`src/rtl/tft_rx_monitor_pkg.sv`:
```
// Panel timing constants shared with the TFT timing controller, plus monitor FSM encodings.
package tft_rx_monitor_pkg;

  localparam int TFT_H_SYNC  = 41;
  localparam int TFT_H_BACK  = 2;
  localparam int TFT_H_VALID = 480;
  localparam int TFT_H_FRONT = 2;
  localparam int TFT_V_SYNC  = 10;
  localparam int TFT_V_BACK  = 2;
  localparam int TFT_V_VALID = 272;
  localparam int TFT_V_FRONT = 2;

  localparam int CNT_W = 10;

  localparam logic [0:0] ST_IDLE   = 1'b0;
  localparam logic [0:0] ST_SYNCED = 1'b1;

endpackage

```
`src/rtl/tft_edge_det.sv`:
```
// Registered rise/fall detector: compares the incoming (already registered) level with a one-cycle-delayed copy.
module tft_edge_det (
  input  logic clk_i,
  input  logic rst_i,
  input  logic sig_i,
  output logic rise_o,
  output logic fall_o
);

  logic sig_q;

  always_ff @(posedge clk_i or posedge rst_i) begin
    if (rst_i) sig_q <= 1'b0;
    else       sig_q <= sig_i;
  end

  assign rise_o = sig_i & ~sig_q;
  assign fall_o = ~sig_i & sig_q;

endmodule

```
`src/rtl/tft_rx_monitor.sv`:
```
// TFT receive-side monitor: recovers pixel coordinates from the panel stream and scores each frame.
// de overlapping an hsync pulse is treated as a sync violation, like de during vsync.
module tft_rx_monitor
  import tft_rx_monitor_pkg::*;
#(
  parameter int H_VALID = TFT_H_VALID,
  parameter int V_VALID = TFT_V_VALID
) (
  input  logic        tft_clk_9m,
  input  logic        sys_rst,
  input  logic        hsync,
  input  logic        vsync,
  input  logic        tft_de,
  input  logic [15:0] rgb_tft,
  output logic        pix_valid,
  output logic [9:0]  rx_x,
  output logic [9:0]  rx_y,
  output logic [15:0] rx_data,
  output logic        frame_done,
  output logic        frame_ok,
  output logic [9:0]  lines_seen,
  output logic [31:0] frame_sum,
  output logic [7:0]  bad_frames
);

  localparam logic [CNT_W-1:0] H_CNT = CNT_W'(H_VALID);
  localparam logic [CNT_W-1:0] V_CNT = CNT_W'(V_VALID);

  function automatic logic [CNT_W-1:0] sat_inc_cnt(input logic [CNT_W-1:0] v);
    return (&v) ? v : v + 1'b1;
  endfunction

  function automatic logic [7:0] sat_inc_bad(input logic [7:0] v);
    return (&v) ? v : v + 1'b1;
  endfunction

  logic              hs_p0_q, vs_p0_q, de_p0_q;
  logic [15:0]       rgb_p0_q;
  logic              de_fall, vs_rise, de_rise_nc, vs_fall_nc;

  logic [0:0]        state_q, state_d;
  logic [CNT_W-1:0]  x_q, x_d, y_q, y_d;
  logic [31:0]       acc_q, acc_d;
  logic              line_err_q, line_err_d, sync_err_q, sync_err_d;

  logic              vld_p1_q, vld_p1_d;
  logic [CNT_W-1:0]  rx_x_q, rx_x_d, rx_y_q, rx_y_d;
  logic [15:0]       rx_data_q, rx_data_d;
  logic              done_q, done_d, ok_q, ok_d;
  logic [CNT_W-1:0]  lines_q, lines_d;
  logic [31:0]       sum_q, sum_d;
  logic [7:0]        bad_q, bad_d;

  tft_edge_det u_de_edge (
    .clk_i (tft_clk_9m), .rst_i (sys_rst), .sig_i (de_p0_q),
    .rise_o(de_rise_nc), .fall_o(de_fall)
  );

  tft_edge_det u_vs_edge (
    .clk_i (tft_clk_9m), .rst_i (sys_rst), .sig_i (vs_p0_q),
    .rise_o(vs_rise), .fall_o(vs_fall_nc)
  );

  always_comb begin
    state_d    = state_q;
    x_d        = x_q;
    y_d        = y_q;
    acc_d      = acc_q;
    line_err_d = line_err_q;
    sync_err_d = sync_err_q;
    vld_p1_d   = 1'b0;
    rx_x_d     = rx_x_q;
    rx_y_d     = rx_y_q;
    rx_data_d  = rx_data_q;
    done_d     = 1'b0;
    ok_d       = ok_q;
    lines_d    = lines_q;
    sum_d      = sum_q;
    bad_d      = bad_q;
    if (state_q == ST_IDLE) begin
      if (vs_rise) begin
        state_d    = ST_SYNCED;
        x_d        = '0;
        y_d        = '0;
        acc_d      = '0;
        line_err_d = 1'b0;
        sync_err_d = 1'b0;
      end
    end else begin
      if (de_p0_q) begin
        vld_p1_d  = 1'b1;
        rx_x_d    = x_q;
        rx_y_d    = y_q;
        rx_data_d = rgb_p0_q;
        x_d       = sat_inc_cnt(x_q);
        acc_d     = acc_q + {16'd0, rgb_p0_q};
        if (vs_p0_q || hs_p0_q) sync_err_d = 1'b1;
      end
      if (de_fall) begin
        if (x_q != H_CNT) line_err_d = 1'b1;
        y_d = sat_inc_cnt(y_q);
        x_d = '0;
      end
      // Frame close uses the _d values so a same-cycle pixel counts toward the ending frame.
      if (vs_rise) begin
        done_d     = 1'b1;
        ok_d       = !line_err_d && !sync_err_d && (y_d == V_CNT);
        lines_d    = y_d;
        sum_d      = acc_d;
        bad_d      = ok_d ? bad_q : sat_inc_bad(bad_q);
        x_d        = '0;
        y_d        = '0;
        acc_d      = '0;
        line_err_d = 1'b0;
        sync_err_d = 1'b0;
      end
    end
  end

  // Stage p0: input register; stage p1: counters and output register.
  always_ff @(posedge tft_clk_9m or posedge sys_rst) begin
    if (sys_rst) begin
      hs_p0_q    <= 1'b0;
      vs_p0_q    <= 1'b0;
      de_p0_q    <= 1'b0;
      rgb_p0_q   <= '0;
      state_q    <= ST_IDLE;
      x_q        <= '0;
      y_q        <= '0;
      acc_q      <= '0;
      line_err_q <= 1'b0;
      sync_err_q <= 1'b0;
      vld_p1_q   <= 1'b0;
      rx_x_q     <= '0;
      rx_y_q     <= '0;
      rx_data_q  <= '0;
      done_q     <= 1'b0;
      ok_q       <= 1'b0;
      lines_q    <= '0;
      sum_q      <= '0;
      bad_q      <= '0;
    end else begin
      hs_p0_q    <= hsync;
      vs_p0_q    <= vsync;
      de_p0_q    <= tft_de;
      rgb_p0_q   <= rgb_tft;
      state_q    <= state_d;
      x_q        <= x_d;
      y_q        <= y_d;
      acc_q      <= acc_d;
      line_err_q <= line_err_d;
      sync_err_q <= sync_err_d;
      vld_p1_q   <= vld_p1_d;
      rx_x_q     <= rx_x_d;
      rx_y_q     <= rx_y_d;
      rx_data_q  <= rx_data_d;
      done_q     <= done_d;
      ok_q       <= ok_d;
      lines_q    <= lines_d;
      sum_q      <= sum_d;
      bad_q      <= bad_d;
    end
  end

  assign pix_valid  = vld_p1_q;
  assign rx_x       = rx_x_q;
  assign rx_y       = rx_y_q;
  assign rx_data    = rx_data_q;
  assign frame_done = done_q;
  assign frame_ok   = ok_q;
  assign lines_seen = lines_q;
  assign frame_sum  = sum_q;
  assign bad_frames = bad_q;

endmodule

```
`config.mk`:
```
export PLATFORM = sky130hd
export DESIGN_NAME = tft_rx_monitor
export DESIGN_NICKNAME = d
export VERILOG_FILES = /design/src/rtl/tft_rx_monitor_pkg.sv /design/src/rtl/tft_edge_det.sv /design/src/rtl/tft_rx_monitor.sv
export SDC_FILE = /design/constraint.sdc
export NUM_CORES = 1
export LEC_CHECK = 0
export BUFFER_PORTS_ARGS = -buffer_cell sky130_fd_sc_hd__buf_2
export CORE_ASPECT_RATIO = 1.4
export CORE_MARGIN = 5
export CORE_UTILIZATION = 60
export DETAILED_ROUTE_END_ITERATION = 10
export PLACE_DENSITY_LB_ADDON = 0.12
export SYNTH_ARGS = -nofsm -noshare
export SYNTH_HDL_FRONTEND = slang
export SYNTH_SLANG_ARGS = --single-unit
```
`constraint.sdc`:
```
create_clock -name tft_clk_9m -period 15.4 [get_ports tft_clk_9m]
set_input_delay 4.62 -clock tft_clk_9m [delete_from_list [all_inputs] [get_ports tft_clk_9m]]
set_output_delay 4.62 -clock tft_clk_9m [all_outputs]
set_load 0.01 [all_outputs]
```
==> impl_metrics.yaml, run 1 <==
clock_tree:
  cts_resized: 0
  clock_path_buffers: 2
  hold_buffers: 0
  cts_root_buffer: "clkbuf_16"
  cts.sinks: 165
  post_cts_buffers: 0
  tritoncts: "yes"
  clock_latency_ps: 430
  ctsHtreeMaxLevel: 4
  clk_pin_slew_ps: 60
  cts_buffers: 17
power_and_ir_drop:
  power.density_mw_per_mm2: 145
  swShare_pct: 33.3
  p_int_uw: 894
  p_switching_uw: 446
  pwr-share-clk_pct: 32.2
  seqPwrFrac_pct: 40.8
  ir_drop_v: 0.0000909
  combPwrFrac_pct: 27.0
  p_leak_uw: 0.00459
logic_synthesis:
  synthDistinctLibCells: 63
  synth_area_mm2: 0.00795
  ys.flop_type: "dfrtp_1"
  syn-num-nets: 886
  syn_inst: 844
  yosysWarnings: 0
  ys_async_sr_fraction_pct: 100
  synth_edf_count: 0
  ys_seq_elements: 165
  postSynthAreaPerCell_um2: 9.42
  ys_seq_area_share_pct: 51.9
floorplanning:
  start_util_pct: 61.5
  die_h_um: 146
  core-area_mm2: 0.0129
  placementRows: 49
  dieArea_mm2: 0.0157
  die_w_um: 107
  top_level_ports: 110
sta:
  rsz0062_at_grt: "false"
  maxSlewHeadroom_pct: 37.2
  hold_viol: 0
  fin_crit_sh_pct: 37.4
  tightest_slew_ps: 941
  setup_tns_ps: 0
  max_freq_ghz: 0.174
  skew_ps: 9.87
  timing_max_transition_violations_final: 0
  final.min_clock_period_ps: 5760
  setup-violations-final: 0
routing:
  drt_pass1_iterations: 5
  via_count: 6431
  wl_per_cell_um: 15.9
  drc_errors: 0
  first_iter_violations: 372
  viasPerCell: 5.69
  drt.antenna.violating_nets: 0
  routed_wl_um: 18000
worst_setup_path:
  rrSetupSlack_ps: 12110
  cp.arrival_ps: 6180
  cp_slowest_cell: "buf_4"
  reg2reg_from: "de_p0_q"
  crit_cells: 3
  rr_endpoint: "bad_frames[1]"
  reg2reg_depth: 8
  worstSetupEndpoint: "rx_x[3]"
  path_cells: "buf_2, inv_6, buf_4"
  crit_buf_inv: 3
  path_max_fanout: 87
  crit_required_ps: 15820
  slowest_delay_ps: 850
  crit_path_start: "sys_rst"
  cp_top_family: "buffers and inverters"
  crit_type: "in -> async"
  critPathLaunchType: "input pin"
  cp-end-kind: "asynchronous set/reset pin"
grt:
  met2_usage_pct: 40.9
  met1_usage_pct: 31.4
  antenna_found_initial: 0
  grt_max_degree: 88
  track_usage_pct: 24.2
  grt_pass1_vias: 6440
  grt-ovfl-total: 0
  gr-usage-met3_pct: 5.57
  busiest_layer: "met2"
  grt_pass1_wl_um: 30900
placement:
  io_buffer_count: 109
  dp_hpwl_um: 12300
  dpl_cell_area_mm2: 0.00863
  place_congestion: 0.892
final_layout:
  finalNetCount: 982
  areaGrowthSynthToFinish_pct: 16.2
  n_fill_cell: 1006
  layout_common_cells: "202 x nand2_1, 165 x dfrtp_1, 109 x buf_2"
  antennaDiodeCount: 0
  drive_above_1_share_pct: 17.5
  final_common_cell: "nand2_1"
  finalInstanceArea_mm2: 0.00924
run:
  cap_violations: 0
status:
  status: "finished clean"
min_path:
  min_path_type: "reg -> reg"
## power groups by stage
stage          Clock, µW  Sequential, µW  Combinational, µW
4_1_cts              437             546                363
2_1_floorplan          0             559                242
3_5_place_dp           0             552                361
6_report             431             547                362
3_3_place_gp           0             549                346
5_1_grt              456             556                404
## worst reg2reg max path, delay by kind of cell (launching register included)
| kind | cells | cell delay [ps] |
|---|---|---|
| mux | 1 | 320 |
| buf+inv | 1 | 260 |
| flops | 1 | 360 |
| compound gates | 1 | 260 |
| simple gates | 5 | 1970 |
## worst min path at each step
stage / from / endpoint / slack, ps / depth (start not counted)
CTS: vs_p0_q / u_vs_edge.sig_q / 460 / 0
finish: vs_p0_q / u_vs_edge.sig_q / 450 / 0
global placement: vs_p0_q / u_vs_edge.sig_q / 420 / 0
floorplan: vs_p0_q / u_vs_edge.sig_q / 400 / 0
global route: vs_p0_q / u_vs_edge.sig_q / 480 / 0
detailed placement: vs_p0_q / u_vs_edge.sig_q / 450 / 0
## cells by family (layout without fill, tap and decap cells)
kind of cell	Yosys count	after routing	share of synthesized area, %
xor gates and xnor gates	49	49	5.40
adders and majority gates	21	21	3.40
DFF	165	165	51.9
AOI/OAI and AO/OA	162	162	12.4
muxes	24	24	3.10
and+or+nand+nor	365	365	20.9
buffers and inverters	58	167	2.88
## registers in the layout, summed over array words and instances, names as in the netlist, 8 cells and up
signal      count
acc_q          32
bad_frames      8
frame_sum      32
lines_seen     10
rgb_p0_q       16
rx_data        16
rx_x           10
rx_y           10
x_q            10
y_q            10
## per-stage QoR
step           hold WS, ps  setup WS (ps)  power [µW]  util, %  instances
2_1_floorplan          398           6320         801        -        844
4_1_cts                456           9500        1350     71.4       1131
3_5_place_dp           446           9050         913     66.7       1099
3_3_place_gp           421           9110         895     66.7       1099
6_report               448           9640        1340     71.4       1131
5_1_grt                477           9270        1420     71.4       1131
## cells in the mapped netlist (5+ instances only)
master,instances,area share (%)
nand2_1,204,9.6
dfrtp_1,165,52
o21ai_0,69,4.3
nor2_1,56,2.6
xor2_1,37,4.1
a21oi_1,32,2.0
clkbuf_1,29,1.4
nand3_1,24,1.5
mux2i_1,22,2.8
ha_1,20,3.1
and3_1,18,1.4
inv_1,16,0.76
nand4_1,14,1.1
xnor2_1,12,1.3
nor3_1,10,0.63
o211ai_1,10,0.94
o31ai_1,10,0.94
a21o_1,6,0.57
a31oi_1,6,0.47
and2_1,5,0.39
buf_2,5,0.31
nor4_1,5,0.39
o21bai_1,5,0.47
## layout make-up
cell class | instances | area (µm²) | share of cell area [%]
Clock buffer | 20 | 467 | 5.05
Clock inverter | 12 | 145 | 1.57
Inverter | 18 | 72.6 | 0.785
Multi-Input combinational cell | 621 | 3600 | 39.0
Sequential cell | 165 | 4130 | 44.7
Tap cell | 178 | 223 | 2.41
Timing Repair Buffer | 117 | 606 | 6.55
## routing by layer
| layer | share of wire, % | vias up |
|---|---|---|
| li1 | - | 3105 |
| met1 | 42 | 3084 |
| met2 | 50 | 217 |
| met3 | 6.1 | 25 |
| met4 | 1.4 | 0 |
| met5 | 0 | - |
(Power assumes the default switching activity.)
==> run 2, diff against run 1 <==
--- a/config.mk
+++ b/config.mk
@@ -8,7 +8,7 @@
 export BUFFER_PORTS_ARGS = -buffer_cell sky130_fd_sc_hd__buf_2
 export CORE_ASPECT_RATIO = 1.4
 export CORE_MARGIN = 5
-export CORE_UTILIZATION = 60
+export CORE_UTILIZATION = 58
 export DETAILED_ROUTE_END_ITERATION = 10
 export PLACE_DENSITY_LB_ADDON = 0.12
 export SYNTH_ARGS = -nofsm -noshare
==> constraint.sdc (replaced) <==
create_clock -name tft_clk_9m -period 5.4 [get_ports tft_clk_9m]
set_input_delay 1.62 -clock tft_clk_9m [delete_from_list [all_inputs] [get_ports tft_clk_9m]]
set_output_delay 1.62 -clock tft_clk_9m [all_outputs]
set_load 0.01 [all_outputs]
==> run 2 against run 1 <==
Wire length grew 1.8%. Sequential power grew to 2.9 times the previous value. Combinational power grew to 2.8 times the previous value. Die area grew 3.2%. Total power grew to 2.8 times the previous value. Utilization shrank 2.7 points. Worst hold slack gained 13 ps. Clock skew shrank 2.4 ps. Via count shrank 0.47%. Clock power grew to 2.7 times the previous value. Sequential cell count is the same. Largest cell class unchanged.
==> impl_metrics.yaml, run 2 (same netlist as run 1, synthesis figures left out) <==
status:
  status: "finished clean"
final_layout:
  final_common_cell: "nand2_1"
  finalNetCount: 981
  drive_above_1_share_pct: 16.9
  finalInstanceArea_mm2: 0.00921
  areaGrowthSynthToFinish_pct: 15.8
  layout_common_cells: "202 x nand2_1, 165 x dfrtp_1, 109 x buf_2"
  multi_input_area_mm2: 0.00360
  antennaDiodeCount: 0
  finalNonFillerCells: 1133
  seqCellArea_mm2: 0.00413
  n_fill_cell: 1095
power_and_ir_drop:
  power.density_mw_per_mm2: 409
  ir_drop_v: 0.000312
  p_leak_uw: 0.00457
sta:
  fin_crit_sh_pct: 57.5
  maxSlewHeadroom_pct: 29.9
  setup_tns_ps: 0
  final.min_clock_period_ps: 3100
  rsz0062_at_grt: "false"
  setup-violations-final: 0
  timing_max_transition_violations_final: 0
  tightest_slew_ps: 1050
  skew_ps: 7.45
  hold_viol: 0
  max_freq_ghz: 0.322
floorplanning:
  start_util_pct: 59.4
  die_w_um: 109
  placementRows: 50
  top_level_ports: 110
  core-area_mm2: 0.0134
  dieArea_mm2: 0.0162
  die_h_um: 149
routing:
  drt.antenna.violating_nets: 0
  routed_wl_um: 18300
  first_iter_violations: 355
  viasPerCell: 5.65
  wl_per_cell_um: 16.2
  drc_errors: 0
  drt_pass1_iterations: 5
  via_count: 6401
worst_setup_path:
  cp.arrival_ps: 3460
  cp-end-kind: "flip-flop"
  reg2reg_from: "rgb_p0_q[0]"
  crit_type: "reg -> reg"
  crit_required_ps: 5750
  critPathLaunchType: "flip-flop"
  worstSetupEndpoint: "acc_q[24]"
  crit_path_start: "rgb_p0_q[0]"
  rr_endpoint: "acc_q[24]"
  rrSetupSlack_ps: 2300
  path_max_fanout: 14
  reg2reg_depth: 9
clock_tree:
  cts.sinks: 165
  clock_path_buffers: 2
  cts_root_buffer: "clkbuf_16"
  cts_resized: 0
  tritoncts: "yes"
  hold_buffers: 0
  ctsHtreeMaxLevel: 4
  clk_pin_slew_ps: 60
  cts_buffers: 17
  post_cts_buffers: 0
  clock_latency_ps: 430
placement:
  dpl_cell_area_mm2: 0.00864
  place_congestion: 0.869
  io_buffer_count: 109
  dp_hpwl_um: 12500
  dpl.cell_count: 1102
min_path:
  min_path_type: "reg -> reg"
grt:
  antenna_found_initial: 0
  grt_pass1_wl_um: 31500
  grt_pass1_vias: 6589
  grt-ovfl-total: 0
  track_usage_pct: 24.5
  grt_max_degree: 119
run:
  cap_violations: 0
## run 2: changes by cell type in the layout (fill, tap and decap cells not counted), moves of 2 or more
cell	change
clkinv_4	-2
inv_8	-2
clkbuf_1	+4
buf_4	-2
clkinv_2	+2
## run 2: metrics by stage
| step | hold slack, ps | utilization [%] | setup WS [ps] | power [µW] |
|---|---|---|---|---|
| global placement | 449 | 64.5 | 2410 | 2560 |
| detailed placement | 454 | 64.5 | 2350 | 2610 |
| CTS | 472 | 68.8 | 2320 | 3800 |
| floorplan | 398 | - | 1680 | 2280 |
| finish | 461 | 68.8 | 2300 | 3770 |
| global route | 488 | 68.8 | 2010 | 4000 |
## run 2: cell type report
type | instances | area share [%]
clock buffers | 23 | 5.08
clock inverters | 8 | 1.09
inverters | 18 | 0.775
multi-input cells | 621 | 39.1
flip-flops and latches | 165 | 44.8
well taps | 182 | 2.47
repair buffers | 116 | 6.63
## run 2: worst min-delay path by stage
stage,start,cells after the start,to,slack (ps)
final,vs_p0_q,0,u_vs_edge.sig_q,460
after global routing,rx_data[7],2,rx_data[7],490
after global placement,vs_p0_q,0,u_vs_edge.sig_q,450
after detailed placement,frame_sum[11],2,frame_sum[11],450
after CTS,rx_y[4],2,rx_y[4],470
after floorplan,vs_p0_q,0,u_vs_edge.sig_q,400
## run 2: routing by layer
metal  vias up  part of all wire [%]  GRT usage [%]
li1       3101                     -              -
met1      3089                    43           31.4
met2       181                    50           40.0
met3        30                   5.1           5.60
met4         0                   2.3           9.79
met5         -                     0              0
## run 2: worst max-delay path, cell delays in order (launching register included)
cell,delay [ps]
dfrtp_1,400
ha_1,240
fa_1,440
a211oi_1,320
nor4_1,110
nor2_1,220
a21boi_2,180
o211ai_1,730
o21ai_0,220
a21oi_1,160
## run 2: where the power goes
| group | switching (µW) | leakage (µW) | internal, µW |
|---|---|---|---|
| sequential | 144 | 0.00215 | 1410 |
| clock | 476 | 0.000277 | 702 |
| combinational | 622 | 0.00215 | 412 |
==> run 3, diff against run 2 <==
--- a/config.mk
+++ b/config.mk
@@ -5,6 +5,7 @@
 export SDC_FILE = /design/constraint.sdc
 export NUM_CORES = 1
 export LEC_CHECK = 0
+export ABC_AREA = 1
 export BUFFER_PORTS_ARGS = -buffer_cell sky130_fd_sc_hd__buf_2
 export CORE_ASPECT_RATIO = 1.4
 export CORE_MARGIN = 5
==> constraint.sdc (replaced) <==
create_clock -name tft_clk_9m -period 3.2 [get_ports tft_clk_9m]
set_input_delay 0.96 -clock tft_clk_9m [delete_from_list [all_inputs] [get_ports tft_clk_9m]]
set_output_delay 0.96 -clock tft_clk_9m [all_outputs]
set_load 0.01 [all_outputs]
==> run 3 against run 2 <==
Design area grew 5.0%. Clock-buffer cell count down 1. First-iteration DRC count rose by 35%. Critical path type unchanged. Wire length is 16% higher. Combinational power is 64% higher. Sequential power increased by 65%. Via count increased by 14%. Critical path depth rose by 3. Utilization is 0.40 points higher. Die area rose by 4.1%. Sequential cell count unchanged. Global-route usage grew 1.4 points.
==> impl_metrics.yaml, run 3 <==
logic_synthesis:
  ys_seq_area_share_pct: 49.7
  netlist.area_leader.share_pct: 49.7
  yosysWarnings: 0
  synth_largest_area_cell: "dfrtp_1"
  ys_async_sr_fraction_pct: 100
  synthDistinctLibCells: 40
  postSynthAreaPerCell_um2: 7.76
  ys_seq_elements: 165
  synth_area_mm2: 0.00831
  syn-num-nets: 1113
  synth_edf_count: 0
  synth_area_leaders: "dfrtp_1 50%, nand2_1 19%, inv_1 4.5%"
  syn_inst: 1071
  synthTopCellsByCount: "428 x nand2_1, 165 x dfrtp_1, 99 x inv_1, 68 x nand3_1, 60 x o21ai_0"
  ys.flop_type: "dfrtp_1"
  yosysMostFrequentCell: "nand2_1"
clock_tree:
  cts.sinks: 165
  cts_resized: 0
  cts_root_buffer: "clkbuf_16"
  clock_path_buffers: 2
  clk_pin_slew_ps: 60
  ctsHtreeMaxLevel: 4
  cts_buffers: 17
  post_cts_buffers: 0
  tritoncts: "yes"
  clock_latency_ps: 430
  hold_buffers: 0
grt:
  track_usage_pct: 25.9
  grt_max_degree: 86
  antenna_found_initial: 0
  grt_pass1_vias: 7211
  grt_pass1_wl_um: 35200
  grt-ovfl-total: 0
worst_setup_path:
  cp.arrival_ps: 2690
  crit_type: "reg -> reg"
  path_max_fanout: 4
  cp_top_family: "simple AND/OR/NAND/NOR gates"
  crit_required_ps: 3510
  crit_buf_inv: 0
  rrSetupSlack_ps: 820
  cp-end-kind: "flip-flop"
  cp_slowest_cell: "fa_1"
  slowest_delay_ps: 470
  crit_cells: 12
  cp_common_cell: "nand2_1"
  reg2reg_depth: 12
  critPathLaunchType: "flip-flop"
  path_cells: "ha_1, fa_1, nand3_1, nand3_1, nand2_1, nand2_1, nand2_1, nand2_1, xnor2_1, nand2_1, nand3_1, nand2_1"
placement:
  dp_hpwl_um: 14800
  dpl_cell_area_mm2: 0.00905
  dpl.cell_count: 1343
  place_congestion: 0.985
  io_buffer_count: 109
floorplanning:
  top_level_ports: 110
  core-area_mm2: 0.0140
  die_w_um: 111
  dieArea_mm2: 0.0169
  placementRows: 51
  start_util_pct: 59.5
  die_h_um: 152
sta:
  skew_ps: 10.0
  rsz0062_at_grt: "false"
  hold_viol: 0
  setup_tns_ps: 0
  holdWs_ps: 412
  timing_max_transition_violations_final: 0
  maxSlewHeadroom_pct: 36.1
  max_freq_ghz: 0.419
  setup-violations-final: 0
  final.min_clock_period_ps: 2380
  tightest_slew_ps: 958
  fin_crit_sh_pct: 74.5
final_layout:
  areaGrowthSynthToFinish_pct: 16.3
  layout_common_cells: "428 x nand2_1, 165 x dfrtp_1, 109 x buf_2"
  finalCoreUtilization_pct: 69.2
  finalNetCount: 1219
  finalInstanceArea_mm2: 0.00967
  antennaDiodeCount: 0
  final_common_cell: "nand2_1"
  finalNonFillerCells: 1374
  drive_above_1_share_pct: 14.9
routing:
  wl_per_cell_um: 15.4
  via_count: 7310
  first_iter_violations: 478
  drt_pass1_iterations: 6
  routed_wl_um: 21200
  drt.antenna.violating_nets: 0
  drc_errors: 0
  viasPerCell: 5.32
power_and_ir_drop:
  p_int_uw: 4220
  ir_drop_v: 0.000359
  combPwrFrac_pct: 26.5
  swShare_pct: 33.8
  seqPwrFrac_pct: 40.3
  power.density_mw_per_mm2: 660
  p_leak_uw: 0.00517
  pwr-share-clk_pct: 33.1
  p_switching_uw: 2160
run:
  cap_violations: 0
min_path:
  min_path_type: "reg -> reg"
  worstHoldPathCells: 0
status:
  status: "finished clean"
## run 3: cell count changes in the layout (fill, tap and decap cells not counted), sizes merged, moves of 11 or more
cell / before / now
nand2: 204 / 432
inv: 16 / 104
nand3: 25 / 71
mux2i: 22 / 0
xor2: 37 / 15
and3: 18 / 1
o22ai: 1 / 16
o31ai: 11 / 0
## run 3: per-layer routing
metal  GRT usage, %  share of wire [%]  vias to the layer above  wire length, µm
met1           31.0                 41                     3433             8640
met5              0                  0                        -                0
met2           47.0                 52                      199            10900
li1               -                  -                     3624                -
met3           4.41                4.4                       54              923
met4           9.98                3.3                        0              708
## run 3: power by group through the flow
stage                     registers, µW  logic [µW]  clock network (µW)
after global placement             2600        1630                   0
after global routing               2610        1920                2220
final                              2570        1690                2110
after floorplan                    2620        1110                   0
after CTS                          2570        1690                2130
after detailed placement           2600        1660                   0
## run 3: layout make-up
class,instances,area (µm²)
clock buffer,22,494
timing repair buffer,117,631
fill,1198,4310
inverter,105,400
tap,185,231
clock inverter,9,119
multi-input combinational,771,3660
sequential,165,4130
## run 3: final timing paths
kind | startpoint | to
worst max-delay path | rgb_p0_q[0] | frame_sum[10]
worst min-delay path | vs_p0_q | u_vs_edge.sig_q
worst max register to register | rgb_p0_q[0] | frame_sum[10]
worst min register to register | vs_p0_q | u_vs_edge.sig_q
max in group asynchronous | sys_rst | rx_data[9]
min in group asynchronous | sys_rst | rx_y[4]
## run 3: cell families (layout without fill, tap and decap cells)
group	count (synthesis)	after routing	synth area share, %
xor gates and xnor gates	25	25	2.64
buffers and inverters	135	253	6.23
AOI/OAI and AO/OA	112	112	7.12
adders and majority gates	21	21	3.25
DFF	165	165	49.7
and+or+nand+nor	613	613	31.1
## run 3: worst register-to-register path, cell delays in order (launching register included)
cell	delay [ps]
dfrtp_1	380
ha_1	240
fa_1	470
nand3_1	120
nand3_1	180
nand2_1	110
nand2_1	110
nand2_1	80
nand2_1	90
xnor2_1	180
nand2_1	90
nand3_1	150
nand2_1	70
## run 3: stage by stage
step	power, µW	setup WS [ps]
6_report	6380	816
5_1_grt	6750	617
4_1_cts	6390	848
3_5_place_dp	4270	912
3_3_place_gp	4230	952
2_1_floorplan	3730	141
